==> config.mk <==
export PLATFORM = sky130hd
export DESIGN_NAME = branch_target_buffer
export DESIGN_NICKNAME = d
export VERILOG_FILES = /design/src/rtl/cpu_types_pkg.sv /design/src/rtl/sat_ctr2.sv /design/src/rtl/branch_target_buffer.sv
export SDC_FILE = /design/constraint.sdc
export NUM_CORES = 2
export LEC_CHECK = 0
export ABC_CLOCK_PERIOD_IN_PS = 7400
export CAP_MARGIN = 20
export CORE_MARGIN = 2
export CORE_UTILIZATION = 30
export DETAILED_ROUTE_END_ITERATION = 7
export HOLD_SLACK_MARGIN = 0.1
export PLACE_DENSITY_LB_ADDON = 0.12
export SLEW_MARGIN = 5
export SYNTH_ARGS = -nofsm -noshare
export SYNTH_HDL_FRONTEND = slang
export SYNTH_SLANG_ARGS = --single-unit
export TNS_END_PERCENT = 10
==> constraint.sdc <==
create_clock -name CLK -period 7.4 [get_ports CLK]
set_input_delay 1.48 -clock CLK [delete_from_list [all_inputs] [get_ports CLK]]
set_output_delay 1.48 -clock CLK [all_outputs]
set_load 0.01 [all_outputs]
==> src/rtl/cpu_types_pkg.sv <==
// Shared CPU types: branch target buffer entry layout and 2-bit direction counter encoding.
package cpu_types_pkg;

    localparam int BTB_ENTRIES = 16;

    typedef logic [1:0] btb_ctr_t;

    localparam btb_ctr_t STRONG_NT = 2'd0;
    localparam btb_ctr_t WEAK_NT   = 2'd1;
    localparam btb_ctr_t WEAK_T    = 2'd2;
    localparam btb_ctr_t STRONG_T  = 2'd3;

    // Tag is sized for the smallest index width and zero-extended for larger tables.
    typedef struct packed {
        logic        valid;
        logic [29:0] tag;
        logic [29:0] target;
        btb_ctr_t    ctr;
    } btb_entry_t;

    function automatic logic [29:0] btb_tag(input logic [31:0] pc, input int idx_w);
        return pc[31:2] >> idx_w;
    endfunction

endpackage

==> src/rtl/sat_ctr2.sv <==
// Next state of a 2-bit saturating direction counter.
module sat_ctr2
    import cpu_types_pkg::*;
(
    input  btb_ctr_t ctr,
    input  logic     taken,
    output btb_ctr_t ctr_next
);

    always_comb begin
        ctr_next = ctr;
        if (taken) begin
            if (ctr != STRONG_T) ctr_next = ctr + 2'd1;
        end else begin
            if (ctr != STRONG_NT) ctr_next = ctr - 2'd1;
        end
    end

endmodule

==> src/rtl/branch_target_buffer.sv <==
// Direct-mapped BTB: zero-latency fetch prediction, same-cycle mispredict detection,
// table update and performance counting at the clock edge.
module branch_target_buffer
    import cpu_types_pkg::*;
#(
    parameter  int ENTRIES = BTB_ENTRIES,
    parameter  int CNT_W   = 32,
    localparam int IDX_W   = $clog2(ENTRIES)
) (
    input  logic             CLK,
    input  logic             nRST,
    input  logic [31:0]      lookup_pc,
    output logic [31:0]      predicted_pc,
    output logic             pred_taken,
    input  logic             resolve_valid,
    input  logic [31:0]      resolve_pc,
    input  logic             resolve_taken,
    input  logic [31:0]      resolve_target,
    input  logic [31:0]      resolve_predicted,
    output logic             mispredict,
    output logic [31:0]      correct_pc,
    output logic [CNT_W-1:0] branch_cnt,
    output logic [CNT_W-1:0] mispred_cnt
);

    localparam btb_entry_t ENTRY_RESET = '{valid: 1'b0, tag: '0, target: '0, ctr: WEAK_NT};

    btb_entry_t            entry_rd [ENTRIES];
    logic [IDX_W-1:0]      lk_idx;
    logic [IDX_W-1:0]      upd_idx;
    btb_entry_t            lk_entry;
    btb_entry_t            upd_entry;
    btb_entry_t            entry_next;
    logic                  lk_hit;
    logic                  upd_hit;
    logic                  upd_en;
    btb_ctr_t              ctr_sat;
    logic [31:0]           actual_pc;
    logic [CNT_W-1:0]      branch_cnt_reg;
    logic [CNT_W-1:0]      mispred_cnt_reg;

    assign lk_idx   = lookup_pc[IDX_W+1:2];
    assign upd_idx  = resolve_pc[IDX_W+1:2];
    assign lk_entry = entry_rd[lk_idx];
    assign upd_entry = entry_rd[upd_idx];

    // Lookup reads only registered state, so a same-edge update is not visible here.
    assign lk_hit       = lk_entry.valid && (lk_entry.tag == btb_tag(lookup_pc, IDX_W));
    assign pred_taken   = lk_hit && lk_entry.ctr[1];
    assign predicted_pc = pred_taken ? {lk_entry.target, 2'b00} : lookup_pc + 32'd4;

    assign actual_pc  = resolve_taken ? resolve_target : resolve_pc + 32'd4;
    assign correct_pc = actual_pc;
    assign mispredict = resolve_valid && (actual_pc != resolve_predicted);

    assign upd_hit = upd_entry.valid && (upd_entry.tag == btb_tag(resolve_pc, IDX_W));

    sat_ctr2 u_sat_ctr2 (
        .ctr      (upd_entry.ctr),
        .taken    (resolve_taken),
        .ctr_next (ctr_sat)
    );

    always_comb begin
        entry_next = upd_entry;
        upd_en     = 1'b0;
        if (resolve_valid) begin
            if (upd_hit) begin
                upd_en         = 1'b1;
                entry_next.ctr = ctr_sat;
                if (resolve_taken) entry_next.target = resolve_target[31:2];
            end else if (resolve_taken) begin
                upd_en     = 1'b1;
                entry_next = '{valid: 1'b1, tag: btb_tag(resolve_pc, IDX_W),
                               target: resolve_target[31:2], ctr: WEAK_T};
            end
        end
    end

    generate
        for (genvar gi = 0; gi < ENTRIES; gi++) begin : g_entry
            btb_entry_t entry_reg;

            always_ff @(posedge CLK or negedge nRST) begin
                if (!nRST) begin
                    entry_reg <= ENTRY_RESET;
                end else if (upd_en && (upd_idx == IDX_W'(gi))) begin
                    entry_reg <= entry_next;
                end
            end

            assign entry_rd[gi] = entry_reg;
        end
    endgenerate

    // Both counters saturate at all-ones rather than wrapping.
    always_ff @(posedge CLK or negedge nRST) begin
        if (!nRST) begin
            branch_cnt_reg  <= '0;
            mispred_cnt_reg <= '0;
        end else begin
            if (resolve_valid && (branch_cnt_reg != '1))
                branch_cnt_reg <= branch_cnt_reg + 1'b1;
            if (mispredict && (mispred_cnt_reg != '1))
                mispred_cnt_reg <= mispred_cnt_reg + 1'b1;
        end
    end

    assign branch_cnt  = branch_cnt_reg;
    assign mispred_cnt = mispred_cnt_reg;

endmodule

# --- Word-level counts from Yosys, hierarchy flattened ---
# Index checks and enable logic that the tools add are counted.
word_totals:
  ff_bits: 1072
  input_bits: 132
  elab_cells: 140
classes:
  add_sub_neg: 6
  order_cmp: 2
  eq_ne: 21
  mux: 19
  bitwise_logic: 2
  n_reduce_logical: 24
op_table:
  columns: ["op", "n"]
  rows:
  - ["binary-select mux 63 bit (select 4 bit)", 2]
  - ["two-way mux 63 bit", 6]
  - ["two-way mux 32 bit", 3]
  - ["adder 32 x 1 -> 32 bit, second input constant", 2]
  - ["adder 32 x 3 -> 32 bit, second input constant", 2]
  - ["!= test 32 bit, second input constant", 2]
  - ["equality test 30 x 26 -> 1 bit", 2]
  - ["equality test 4 bit, second input constant", 8]
  - ["!= test 32 bit", 1]
  - ["two-way mux 31 bit", 1]
  - ["two-way mux 30 bit", 1]
  - ["logical AND 1 bit", 22]
  - ["equality test 4 x 3 -> 1 bit, second input constant", 4]
  - [">= comparator 5 bit, second input constant", 2]
  - ["NOT 4 -> 5 bit", 2]
  - ["equality test 4 x 2 -> 1 bit, second input constant", 2]
  - ["two-way mux 2 bit", 3]
  - ["equality test 4 x 1 -> 1 bit, second input constant", 1]
  - ["zero test 4 bit", 1]
  - ["two-way mux 1 bit", 3]
  - ["adder 2 x 1 -> 2 bit, second input constant", 1]
  - ["!= test 2 bit, second input constant", 1]
  - ["nonzero test 2 bit", 1]
  - ["subtractor 2 x 1 -> 2 bit, second input constant", 1]

# --- Depth between registers and ports, before layout ---
depth:
  word_depth: 9
  mapped_depth: 22

# --- Hierarchy ---
# From an unflattened synthesis, not the netlist that was laid out.
hier_totals:
  hier_cells: 5226
  area_unflattened_um2: 57874.3
modules_own_cells:
  columns: ["mod", "instances", "cells_each", "area_per_inst_um2"]
  rows:
  - ["branch_target_buffer", 1, 5223, 57848.0]
  - ["sat_ctr2", 1, 3, 26.3]

# --- Worst setup path after synthesis ---
# Ideal clock, no wire load.
synth_path:
  path_type: "input -> output"
  startpoint: "input port resolve_pc[3]"
  endpoint: "output port mispredict"
  t_arrival_ns: 5.120
  setup_slack_ns: 0.800
  path_stages: 17
  n_path_buf: 7
  path_cell_list: "buf_6 > buf_4 > buf_2 > buf_4 > buf_4 > clkbuf_1 > clkbuf_1 > inv_1 > ha_1 > mux2_2 > xor2_1 > a211oi_1 > nand4_1 > a2111oi_0 > o2111a_1 > o2111ai_1 > o41a_1"
synth_between:
  elab_chain_cells: 4
synth_lines:
  columns: ["item", "line_no", "source"]
  rows:
  - ["start: declaration", "branch_target_buffer.sv:16", "input logic [31:0] resolve_pc,"]
  - ["adder 32 x 3 -> 32 bit", "branch_target_buffer.sv:52", "assign actual_pc = resolve_taken ? resolve_target : resolve_pc + 32'd4;"]
  - ["two-way mux 32 bit", "branch_target_buffer.sv:52", null]
  - ["net correct_pc[3]", "branch_target_buffer.sv:21", "output logic [31:0] correct_pc,"]
  - ["!= test 32 bit", "branch_target_buffer.sv:54", "assign mispredict = resolve_valid && (actual_pc != resolve_predicted);"]
  - ["logical AND 1 bit", "branch_target_buffer.sv:54", null]
  - ["end: declaration", "branch_target_buffer.sv:20", "output logic mispredict,"]
# The timed path passes the listed nets, and every way through them passes these cells.

# --- Worst setup path in the final report ---
layout_path:
  startpoint: "input port lookup_pc[3]"
  endpoint: "output port predicted_pc[5]"
layout_between:
  elab_chain_cells: 8
layout_lines:
  columns: ["item", "line_no", "source"]
  rows:
  - ["start: declaration", "branch_target_buffer.sv:12", "input logic [31:0] lookup_pc,"]
  - ["NOT 4 -> 5 bit (not written as such)", "branch_target_buffer.sv:44", "assign lk_entry = entry_rd[lk_idx];"]
  - ["binary-select mux 63 bit (select 4 bit)", "branch_target_buffer.sv:44", null]
  - ["two-way mux 63 bit (not written as such) (2 in a row)", "branch_target_buffer.sv:44", null]
  - ["equality test 30 x 26 -> 1 bit", "branch_target_buffer.sv:48", "assign lk_hit = lk_entry.valid && (lk_entry.tag == btb_tag(lookup_pc, IDX_W));"]
  - ["logical AND 1 bit", "branch_target_buffer.sv:48", null]
  - ["logical AND 1 bit", "branch_target_buffer.sv:49", "assign pred_taken = lk_hit && lk_entry.ctr[1];"]
  - ["two-way mux 32 bit (*)", "branch_target_buffer.sv:50", "assign predicted_pc = pred_taken ? {lk_entry.target, 2'b00} : lookup_pc + 32'd4;"]
  - ["end: declaration", "branch_target_buffer.sv:13", "output logic [31:0] predicted_pc,"]
# Mark *: on every way between the ends. The rest lies on a longest branch, timed or not. The select of a mux whose other input is x is not followed.

==> reports/qor.yml <==
portBuffers: 261
cp_max_fo: 60
design.core.area_mm2: 0.197
r2r-start: "entry_rd[107]"
synth_compound_area_share_pct: 2.78
initial_core_util_pct: 30.2
first_pass_iters: 5
clk_path_buf_depth: 3
p_leak_uw: 0.0304
fin_skew_ns: 0.0440
vias_per_cell: 5.45
fmax_mhz: 137
synth_top_area_share_pct: 44.4
synthArstFlopShare_pct: 100
holdPathStages: 1
drive_above_1_share_pct: 39.9
yosysMostFrequentCell: "dfrtp_1"
multi_input_area_mm2: 0.0308
die_x_um: 449
slew_headroom_pct: 27.8
irDropWorstVdd_mv: 0.223
synth_xor_area_share_pct: 3.08
period_share_pct: 98.4
syn_area_per_cell_um2: 14.4
worst_pin_slew_ns: 1.08
ys.flop_type: "dfrtp_1"
clock_latency_ns: 0.81
hpwl_mm: 154
arrival_ns: 5.80
cts_setup_buffers: 0
dieArea_mm2: 0.202
startpoint_type: "input pin"
syn_inst: 4139
place.gp.congestion: 0.888
synth_area_mm2: 0.0595
ys_types: 74
syn_to_final_growth_pct: 18.8
yosysTopAreaCell: "dfrtp_1"
syn-num-nets: 4279
path_cells: "buf_8, buf_4, mux4_2, mux4_2, xor2_1, a311oi_1, buf_4, nand4_1, nor4_4, buf_12, buf_12, nand2_1, o21ai_0, clkdlybuf4s50_1"
ant_nets: 0
drv_slew: 0
track_usage_pct: 22.9
power_density_mw_per_mm2: 251
setup_viol: 0
cts_sinks: 1072
fin_area_mm2: 0.0707
synth_edf_count: 0
cts.htree.levels: 4
io_pins: 262
period_minus_slack_ns: 7.28
die_height_um: 449
crit_type: "input pin to output port"
slowest_stage: "clkdlybuf4s50_1"
rsz0062_at_grt: "false"
ys_seq_elements: 1072
regArea_mm2: 0.0268
cts_root_buf: "clkbuf_16"
grt_pass1_vias: 40600
synth_fa_ha_area_share_pct: 0.168
num_vias: 38900
hold_violations: 0
routed_wl_mm: 233
slowest_delay_ns: 0.56
synthTopCellsByCount: "1056 x dfrtp_1, 761 x mux2_2, 535 x mux4_2, 220 x mux2_1, 169 x nand2_1"
r2r_slack_ns: 2.79
setup.worst_path.start: "lookup_pc[3]"
synth-simple-area-share_pct: 5.32
rows: 163
grt_max_degree: 130
holdPathEnd: "mispred_cnt[11]"
min-delay-path-class: "register to register"
cts_tree: "yes"
drc_errors: 0
rr_worst_depth: 14
cts_made_buffers: 136
synthMuxAreaShare_pct: 40.3
r2r-end: "entry_rd[743]"
status: "finished clean"
ys_warn_count: 0
cap_violations: 0
cts.clk_slew.worst_paths_ns: 0.05
synth-seq-area-share_pct: 45.1
grt_pass1_wl_mm: 329
drtIter0Drc: 3046
path_buf_inv: 6
nNetsFinal: 4521
antenna_found_initial: 21
synth_top_family_by_area: "multiplexers"
grt-ovfl-total: 0
worstPathRequired_ns: 5.92
end_kind: "output port"
synth_area_leaders: "dfrtp_1 44%, mux4_2 20%, mux2_2 14%"
fin_total_pwr_uw: 17700
path_delay_family: "buffers and inverters"
worstHoldStart: "mispred_cnt[11]"
fillCellCount: 18900
largest_reg_flops: 1008
wl_per_cell_um: 32.6
placed_area_mm2: 0.0660
how the worst max path moves through the flow:
stage          depth (start not counted)  slack [ns]               end
3_5_place_dp                          15       -0.12  predicted_pc[22]
2_1_floorplan                         17        0.80        mispredict
6_report                              14        0.12   predicted_pc[5]
5_1_grt                               14        0.04  predicted_pc[27]
3_3_place_gp                          15       -0.11  predicted_pc[21]
4_1_cts                               14        0.04  predicted_pc[22]
area by class of cell:
class / instances / share of cell area [%]
multi-input combinational: 2668 / 43.6
sequential: 1072 / 38.0
timing repair buffer: 467 / 7.03
clock buffer: 185 / 5.47
tap: 2640 / 4.67
clock inverter: 61 / 1.04
inverter: 36 / 0.198
antenna: 12 / 0.0425
metrics by stage:
stage | setup TNS (ns) | cells | util, % | hold WS [ns] | worst slack [ns]
floorplan | 0 | 4139 | - | 0.451 | 0.800
global placement | -1.74 | 6874 | 33.5 | 0.471 | -0.110
detailed placement | -2.05 | 6876 | 33.5 | 0.476 | -0.117
CTS | 0 | 7122 | 35.8 | 0.495 | 0.0417
global route | 0 | 7141 | 35.9 | 0.514 | 0.0365
finish | 0 | 7141 | 35.9 | 0.488 | 0.116
timing repair:
item                       CTS  global route
setup endpoints to repair   23            16
hold buffers                 0             0
resized for setup            2             1
where the power goes:
| part | total, µW | internal (µW) | switching (µW) |
|---|---|---|---|
| registers | 7300 | 6680 | 625 |
| clock network | 6910 | 4080 | 2830 |
| logic | 3520 | 1830 | 1690 |
worst register-to-register path: stages, from the launching register on:
cell and delay, ns:
dfrtp_1 0.40, mux4_2 0.46, mux2i_1 0.38, xnor2_1 0.27, o2111ai_1 0.28, a2111oi_0 0.46
buf_4 0.19, o22a_1 0.13, nand4_1 0.11, buf_4 0.21, nand3_2 0.10, buf_12 0.25
nor2_1 0.17, a21oi_1 0.82, mux2_2 0.30
cell families (layout without fill, tap and decap cells):
logic type                 count (synthesis)  after routing
and+or+nand+nor                          592            592
other                                      0             12
buffers and inverters                    399            749
AOI/OAI and AO/OA                        252            252
adders and majority gates                  8              8
DFF                                     1072           1072
muxes                                   1608           1608
xor gates and xnor gates                 208            208
metal layers:
metal | share of wire (%) | GRT usage, % | vias up | wire, µm
met5 | 0 | 0 | - | 0
met4 | 4.4 | 9.62 | 0 | 10100
met3 | 3.5 | 2.95 | 330 | 8130
met2 | 50 | 38.6 | 958 | 116000
met1 | 42 | 29.5 | 21300 | 98500
li1 | - | - | 16300 | -
layout by cell type, fill, tap and decap left out, types with 76 or more instances in the layout:
cell type	instances
dfrtp_1	1056
mux2_1	220
mux4_2	535
nand2_1	168
clkdlybuf4s50_1	251
clkbuf_16	138
mux2i_1	92
buf_4	142
xnor2_1	131
xor2_1	76
mux2_2	761
o21ai_0	82
Power figures use the tool's default switching activity.
